File: config.mk
export PLATFORM = sky130hd
export DESIGN_NAME = rx_d2c_point_test_responder
export DESIGN_NICKNAME = d
export VERILOG_FILES = /design/src/rtl/rx_d2c_point_test_responder.sv
export SDC_FILE = /design/constraint.sdc
export NUM_CORES = 1
export LEC_CHECK = 0
export CORE_MARGIN = 10
export CORE_UTILIZATION = 44
export DETAILED_ROUTE_END_ITERATION = 16
export PLACE_DENSITY = 0.8
export SLEW_MARGIN = 25
export SYNTH_ARGS = -nofsm -noshare
export SYNTH_HDL_FRONTEND = slang
export SYNTH_SLANG_ARGS = --single-unit
File: constraint.sdc
create_clock -name i_clk -period 1.7 [get_ports i_clk]
set_input_delay 0.51 -clock i_clk [delete_from_list [all_inputs] [get_ports i_clk]]
set_output_delay 0.51 -clock i_clk [all_outputs]
set_load 0.01 [all_outputs]
File: src/rtl/rx_d2c_point_test_responder.sv
// rx_d2c_point_test_responder: partner-side sideband responder for the RX data-to-clock point test
module rx_d2c_point_test_responder #(
  parameter int SB_MSG_WIDTH = 4,
  parameter int NUM_LANES    = 16
) (
  input  logic                    i_clk,
  input  logic                    i_rst_n,
  input  logic                    i_rx_d2c_pt_en,
  input  logic                    i_rx_msg_valid,
  input  logic [SB_MSG_WIDTH-1:0] i_decoded_SB_msg,
  input  logic                    i_sb_burst_count,
  input  logic                    i_sb_comparison_mode,
  input  logic                    i_falling_edge_busy,
  input  logic                    i_rx_valid,
  input  logic [NUM_LANES-1:0]    i_lane_errors,
  input  logic                    i_aggregate_error,
  output logic [SB_MSG_WIDTH-1:0] o_encoded_SB_msg_tx,
  output logic                    o_valid_tx,
  output logic                    o_comparator_clear,
  output logic                    o_comparator_en,
  output logic                    o_burst_count,
  output logic                    o_comparison_mode,
  output logic [NUM_LANES-1:0]    o_lane_result,
  output logic                    o_result_valid,
  output logic                    o_rx_d2c_pt_done_rx
);
  localparam logic [SB_MSG_WIDTH-1:0] START_REQ       = SB_MSG_WIDTH'(1);
  localparam logic [SB_MSG_WIDTH-1:0] START_RESP      = SB_MSG_WIDTH'(2);
  localparam logic [SB_MSG_WIDTH-1:0] LFSR_CLR_REQ    = SB_MSG_WIDTH'(3);
  localparam logic [SB_MSG_WIDTH-1:0] LFSR_CLR_RESP   = SB_MSG_WIDTH'(4);
  localparam logic [SB_MSG_WIDTH-1:0] COUNT_DONE_REQ  = SB_MSG_WIDTH'(5);
  localparam logic [SB_MSG_WIDTH-1:0] COUNT_DONE_RESP = SB_MSG_WIDTH'(6);
  localparam logic [SB_MSG_WIDTH-1:0] END_REQ         = SB_MSG_WIDTH'(7);
  localparam logic [SB_MSG_WIDTH-1:0] END_RESP        = SB_MSG_WIDTH'(8);

  typedef enum logic [2:0] {IDLE, WAIT_START, WAIT_CLR, COMPARE, WAIT_END, DONE} state_t;

  state_t                  state_q, state_d;
  logic [SB_MSG_WIDTH-1:0] msg_q, msg_d;
  logic                    valid_q, valid_d;
  logic                    clr_q, clr_d;
  logic                    cmp_en_q, cmp_en_d;
  logic                    burst_q, burst_d;
  logic                    mode_q, mode_d;
  logic [NUM_LANES-1:0]    result_q, result_d;
  logic                    rvalid_q, rvalid_d;
  logic                    done_q, done_d;
  logic [SB_MSG_WIDTH-1:0] req;

  // Unqualified codes collapse to 0, which matches no request
  assign req = i_rx_msg_valid ? i_decoded_SB_msg : '0;

  always_comb begin
    state_d  = state_q;
    msg_d    = msg_q;
    valid_d  = (i_falling_edge_busy && !i_rx_valid) ? 1'b0 : valid_q;
    clr_d    = 1'b0;
    cmp_en_d = cmp_en_q;
    burst_d  = burst_q;
    mode_d   = mode_q;
    result_d = result_q;
    rvalid_d = rvalid_q;
    done_d   = done_q;
    case (state_q)
      IDLE: state_d = i_rx_d2c_pt_en ? WAIT_START : IDLE;
      WAIT_START: if (req == START_REQ) begin
        state_d = WAIT_CLR;
        burst_d = i_sb_burst_count;
        mode_d  = i_sb_comparison_mode;
        msg_d   = START_RESP;
        valid_d = 1'b1;
      end
      WAIT_CLR: if (req == LFSR_CLR_REQ) begin
        state_d  = COMPARE;
        clr_d    = 1'b1;
        cmp_en_d = 1'b1;
        msg_d    = LFSR_CLR_RESP;
        valid_d  = 1'b1;
      end
      COMPARE: if (req == COUNT_DONE_REQ) begin
        state_d  = WAIT_END;
        cmp_en_d = 1'b0;
        result_d = mode_q ? {NUM_LANES{~i_aggregate_error}} : ~i_lane_errors;
        rvalid_d = 1'b1;
        msg_d    = COUNT_DONE_RESP;
        valid_d  = 1'b1;
      end
      WAIT_END: if (req == END_REQ) begin
        state_d = DONE;
        done_d  = 1'b1;
        msg_d   = END_RESP;
        valid_d = 1'b1;
      end
      default: ;
    endcase
    // Dropping enable aborts from any state and wipes every output
    if (!i_rx_d2c_pt_en) begin
      state_d  = IDLE;
      msg_d    = '0;
      valid_d  = 1'b0;
      clr_d    = 1'b0;
      cmp_en_d = 1'b0;
      burst_d  = 1'b0;
      mode_d   = 1'b0;
      result_d = '0;
      rvalid_d = 1'b0;
      done_d   = 1'b0;
    end
  end

  always_ff @(posedge i_clk or negedge i_rst_n) begin
    if (!i_rst_n) begin
      state_q  <= IDLE;
      msg_q    <= '0;
      valid_q  <= 1'b0;
      clr_q    <= 1'b0;
      cmp_en_q <= 1'b0;
      burst_q  <= 1'b0;
      mode_q   <= 1'b0;
      result_q <= '0;
      rvalid_q <= 1'b0;
      done_q   <= 1'b0;
    end else begin
      state_q  <= state_d;
      msg_q    <= msg_d;
      valid_q  <= valid_d;
      clr_q    <= clr_d;
      cmp_en_q <= cmp_en_d;
      burst_q  <= burst_d;
      mode_q   <= mode_d;
      result_q <= result_d;
      rvalid_q <= rvalid_d;
      done_q   <= done_d;
    end
  end

  assign o_encoded_SB_msg_tx = msg_q;
  assign o_valid_tx          = valid_q;
  assign o_comparator_clear  = clr_q;
  assign o_comparator_en     = cmp_en_q;
  assign o_burst_count       = burst_q;
  assign o_comparison_mode   = mode_q;
  assign o_lane_result       = result_q;
  assign o_result_valid      = rvalid_q;
  assign o_rx_d2c_pt_done_rx = done_q;
endmodule

Yosys cells after proc, flatten, opt, wreduce, memory -nomap -nowiden --
Index checks and enable logic that the tools add are counted. W data, S select, Z words.
Word-level totals: memories kept 0, bits in writable memories 0, bits in registers 30, ROM bits 0, bits in latches 0, output and inout port bits 27
Operators by class: add/sub/neg operators 0, divide/modulo/power cells 0, bitwise logic cells 2, order comparisons 0, multipliers 0, equality and inequality tests 21, reductions and logical operators 9, muxes and demuxes 43, shift-type cells 0
Operators by type and width (number):
- $mux W16 | 4
- $mux W1 | 24
- $mux W4 | 6
- $not A16 Y16 | 1
- $pmux W4 S4 | 1
- $mux W3 | 5
- $pmux W3 S5 | 1
- $ne A2 B1 Y1 const B | 6
- $ne A3 B3 Y1 const B | 4
- $reduce_and A5 Y1 | 2
- $eq A4 B3 Y1 const B | 2
- $eq A3 B2 Y1 const B | 2
- $ne A6 B1 Y1 const B | 1
- $reduce_and A2 Y1 | 3
- $ne A5 B1 Y1 const B | 1
- $eq A4 B1 Y1 const B | 1
- $eq A4 B2 Y1 const B | 1
- $pmux W1 S4 | 1
- $eq A3 B1 Y1 const B | 1
- $eq A3 B3 Y1 const B | 1
- $logic_not A3 Y1 | 1
- $ne A3 B1 Y1 const B | 1
- $reduce_and A3 Y1 | 1
- $pmux W1 S2 | 1
- 3 further kinds | 3

Depth between registers and ports, before layout --
depth after elaboration 6, gate-level depth with buffers 7, gate-level depth less buffers 5

Least setup slack after synthesis --
OpenSTA, ideal clock, no wires.
path kind input port to flip-flop, start in i_decoded_SB_msg[3], end reg msg_q[1], in the netlist o_encoded_SB_msg_tx[1], buffers on the path 0, cell stages on the path 5, path slack 95 ps, setup time 74 ps, arrival 1531 ps, required time 1626 ps, cell sequence nand3b_1 > o21a_1 > o221a_4 > o31a_1 > o21ai_2
Between the ends: word-level cells in the longest chain between the ends 4, elaborated cells between the ends (all ways) 10, classes of those cells eq/ne: 8; mux: 1; reduce/logical: 1
Ends and longest elaborated chain:
- start: declaration | line 10 | input logic [SB_MSG_WIDTH-1:0] i_decoded_SB_msg,
- $mux W4 (*) | line 51 | assign req = i_rx_msg_valid ? i_decoded_SB_msg : '0;
- $eq A4 B3 Y1 (tied with other cells) | line 88 | WAIT_END: if (req == END_REQ) begin
- $ne A3 B3 Y1 (no source line)
- $reduce_and A5 Y1 (no source line) (*)
- end signal: assignment | line 125 | msg_q <= msg_d;
- end: declaration | line 39 | logic [SB_MSG_WIDTH-1:0] msg_q, msg_d;
Mark *: on every way between the ends. The rest lies on a longest branch, timed or not. A chain may end at the register's enable or synchronous reset.

Worst setup path after layout --
start reg state_q[2], end reg state_q[0]
Between the ends: word-level cells in the longest chain between the ends 3, elaborated cells between the ends (all ways) 13, classes of those cells eq/ne: 9; mux: 2; reduce/logical: 2
Ends and longest elaborated chain:
- start: declaration | line 38 | state_t state_q, state_d;
- start signal: assignment | line 124 | state_q <= state_d;
- $eq A3 B3 Y1 (tied with other cells) | line 64 | case (state_q)
- $ne A6 B1 Y1 (no source line) (tied with other cells)
- $reduce_and A5 Y1 (no source line) / $mux W3 (equally long branches)
Parallel ways exist; a longest one is shown, timed or not.

==> metrics.md <==
| Metric | Value |
|---|---|
| FILL cells | `roughly 260` |
| Multi-input logic area | `742 µm²` |
| Run status | `finished, final reports clean` |
| Worst R2R Start | `state_q[2]$_DFFE_PN0P_` |
| WP depth | `5` |
| Cell breakdown of the critical path | `nand2b_2, nor2_1, o221a_4, a21oi_1, o211a_1` |
| Syn Nets | `approximately 180` |
| Routed Antenna Nets | `0` |
| Area contributors post-synth | `dfrtp_1, nor2b_1, nand2_1, o21ai_0, o21ai_1` |
| Die width | `78.0 µm` |
| Top achievable clock speed | `between 0.6 and 0.7 GHz` |
| Hold Crit Start | `o_lane_result[1]$_DFFE_PN0P_` |
| Worst path slowest cell | `dfrtp_1` |
| Final wirelength | `between 4000 and 5000 µm` |
| Setup violators final | `0` |
| Setup TNS | `0 ns` |
| Hold path depth | `2` |
| Seq pwr share | `between 40 and 50%` |
| Cts-stage hold buffer count | `0` |
| DRC Markers | `0` |
| Cells after Synth | `approximately 150` |
| Internal power | `between 1 and 1.5 mW` |
| Power Total | `1.48 mW` |
| Worst setup SP type | `flip-flop` |
| Leakage | `around 1.2 nW` |
| TritonCTS Buffers | `5` |
| Crit-path leading delay family | `simple AND/OR/NAND/NOR gates` |
| Largest net degree at the start of global routing | `30` |
| Top FF cell, synth | `dfrtp_1` |
| Clk pwr share | `about a third` |
| Overflow left after global routing | `0` |
| Final period utilization | `~96%` |
| CP Max Fanout | `5` |
| Share of layout cells above drive strength 1 | `18.9%` |
| Netlist cell types | `37` |
| Hold EP | `o_lane_result[1]$_DFFE_PN0P_` |
| Clock Tree Buf Depth | `2` |
| Max Cap Viol | `0` |
| R2R setup slack | `between 0.07 and 0.08 ns` |
| # port buffers | `54` |
| Synth async-reset ratio | `between 90% and 100%` |
| Root Buffer | `clkbuf_4` |
| Ys Warns | `0` |
| Final instance area | `2270 µm²` |
| Clk_skew | `roughly 0.011 ns` |
| Fin crit period | `roughly 1.6 ns` |
| CTS tree | `yes` |
| Sw power | `between 0.3 and 0.4 mW` |
| Final Hold Fails | `0` |
| Setup CP Type | `reg -> reg` |
| Syn avg cell area | `between 9 and 10 µm²` |
| Global Route Usage Sum | `around 15%` |
| DR vias/cell | `roughly 5.1` |
| Worst skew pair latency | `between 0.3 and 0.4 ns` |
| Die outline height | `approximately 78 µm` |
| Antenna fix cells | `0` |
| DP Area | `about 2100 µm²` |
| Placer Congestion | `0.893` |
| R2R cell count | `5` |
| WP data required | `~1.9 ns` |
| Routed WL per cell | `16.9 µm` |
| Seq cells post-synth | `29` |
| Net Sw Frac | `between 20% and 30%` |
| Vias after detailed routing | `between 1000 and 1500` |
| Data arrival, critical path | `approximately 1.9 ns` |
| Hold Crit Class | `reg -> reg` |
| Vias in the first global route | `between 1000 and 1500` |
| DR pass1 iterations | `4` |
| Comb pwr share | `a little under a fifth` |
| Sequential share of the synthesized area | `approximately 49%` |
| Post-synth top area share | `approximately half` |
| Max H-tree Level | `2` |
| CORE AREA | `around 3300 µm²` |
| Global-route wire length before repair | `a little over 7000 µm` |
| TritonCTS Sinks | `29` |
| Initial antenna violation count | `0` |
| Nets | `256` |
| Worst path bufs/invs | `0` |
| CP max stage delay | `0.43 ns` |
| Netlist Area Pre-Place | `1480 µm²` |
| Die area | `6090 µm²` |
| Initial DRC Count | `97` |
| Setup crit end kind | `flip-flop` |
| Post-DP HPWL | `roughly 3300 µm` |
| Critical R2R Capture | `state_q[0]$_DFFE_PN0P_` |
| Initial Util | `a little under half` |
| I/O pins | `56` |
| Number of enable flip-flop cells after synthesis | `0` |
| Worst-path clk slew | `about 0.090 ns` |
| Register area | `727 µm²` |
| PD cells | `approximately 650 nW/µm²` |
| Final Max Tran Viols | `0` |
| Area leader, netlist | `dfrtp_1` |
| Max rail drop VDD | `400 µV` |
| Num rows | `21` |
| Area Overhead vs Synth | `53.5%` |
-- through the flow --
stage	hold WS, ns	worst slack (ns)	util, %	instances
5_1_grt	0.532	-0.00482	69.3	274
4_1_cts	0.489	-0.0150	67.0	270
6_report	0.483	0.0765	69.3	274
3_3_place_gp	0.464	-0.366	65.0	260
2_1_floorplan	0.214	0.0949	-	153
3_5_place_dp	0.475	-0.473	65.0	260
-- cell usage after synthesis, drive strengths merged, types with 4 or more instances --
master	n
nand2	23
buf	8
a31oi	4
o21a	4
dfrtp	29
o21ai	23
nor2	10
nor2b	17
nor3b	4
a21oi	4
-- metal layers --
metal	global-route usage [%]	share of wire [%]	routed length [µm]	vias up
met2	24.8	51	2350	50
met5	0	0	0	-
met4	6.99	1.9	90	0
met3	5.35	6.4	295	7
li1	-	-	-	672
met1	17.2	41	1900	674
-- how the worst max path moves through the flow --
stage / from / endpoint / slack, ns
2_1_floorplan: i_decoded_SB_msg[3] / o_encoded_SB_msg_tx[1]$_DFFE_PN0P_ / 0.09
3_3_place_gp: i_decoded_SB_msg[3] / o_encoded_SB_msg_tx[1]$_DFFE_PN0P_ / -0.37
3_5_place_dp: i_decoded_SB_msg[1] / o_comparator_en$_DFFE_PN0P_ / -0.47
4_1_cts: i_decoded_SB_msg[3] / o_encoded_SB_msg_tx[1]$_DFFE_PN0P_ / -0.01
5_1_grt: state_q[2]$_DFFE_PN0P_ / state_q[0]$_DFFE_PN0P_ / -0.005
6_report: state_q[2]$_DFFE_PN0P_ / state_q[0]$_DFFE_PN0P_ / 0.08
-- cell type report --
class	instances	area share [%]
clock buffers	7	2.86
flip-flops and latches	29	32.0
multi-input cells	114	32.6
repair buffers	75	29.5
inverters	2	0.330
clock inverters	1	0.220
well taps	46	2.53
-- cell usage in the layout (no fill, tap or decap), types with 2 or more instances in the layout --
cell | Yosys | final
a31oi_1 | 3 | 3
nor3b_1 | 3 | 2
mux2i_1 | 2 | 2
clkbuf_4 | 0 | 5
a21oi_1 | 4 | 4
dlymetal6s2s_1 | 0 | 3
dlygate4sd2_1 | 0 | 28
o21a_1 | 4 | 3
nand2_1 | 23 | 23
dfrtp_1 | 29 | 28
nor2_1 | 10 | 9
a31oi_4 | 1 | 3
inv_1 | 2 | 2
xnor2_1 | 2 | 2
o21ai_1 | 10 | 10
nand3_1 | 2 | 2
clkdlybuf4s50_1 | 0 | 23
clkbuf_8 | 0 | 2
nor2b_1 | 16 | 16
buf_4 | 3 | 21
o21ai_0 | 12 | 12
-- power groups by stage --
stage | Combinational, mW | Sequential (mW) | Clock, mW
6_report | 0.277 | 0.723 | 0.484
5_1_grt | 0.298 | 0.726 | 0.532
4_1_cts | 0.259 | 0.722 | 0.496
3_5_place_dp | 0.258 | 0.735 | 0
3_3_place_gp | 0.250 | 0.734 | 0
2_1_floorplan | 0.131 | 0.729 | 0
-- flip-flops by register name, summed over array words and instances (netlist names) --
name	cells
o_rx_d2c_pt_done_rx	1
o_comparator_clear	1
o_encoded_SB_msg_tx	3
o_burst_count	1
o_valid_tx	1
o_comparator_en	1
state_q	3
o_lane_result	16
o_result_valid	1
o_comparison_mode	1
-- worst register-to-register path, delay by kind of cell (launching register included) --
family / cells / cell delay, ns
compound gates: 3 / 0.54
simple gates: 2 / 0.55
flops: 1 / 0.43
-- what timing repair did --
action	in CTS	in global routing
cloned	0	2
pin swaps	4	7
gates resized for setup	32	8
buffers inserted	2	2
setup endpoints to repair	42	20
-- logic make-up (layout without fill, tap and decap cells) --
| kind of cell | count (synthesis) | count (layout) | synth area share [%] |
|---|---|---|---|
| xor+xnor | 3 | 3 | 1.77 |
| buf+inv | 12 | 85 | 5.49 |
| flops | 29 | 29 | 49.0 |
| simple gates | 64 | 64 | 23.2 |
| other cells | 1 | 1 | 0.253 |
| compound gates | 42 | 44 | 18.9 |
| mux | 2 | 2 | 1.35 |
Power figures use the tool's default switching activity.
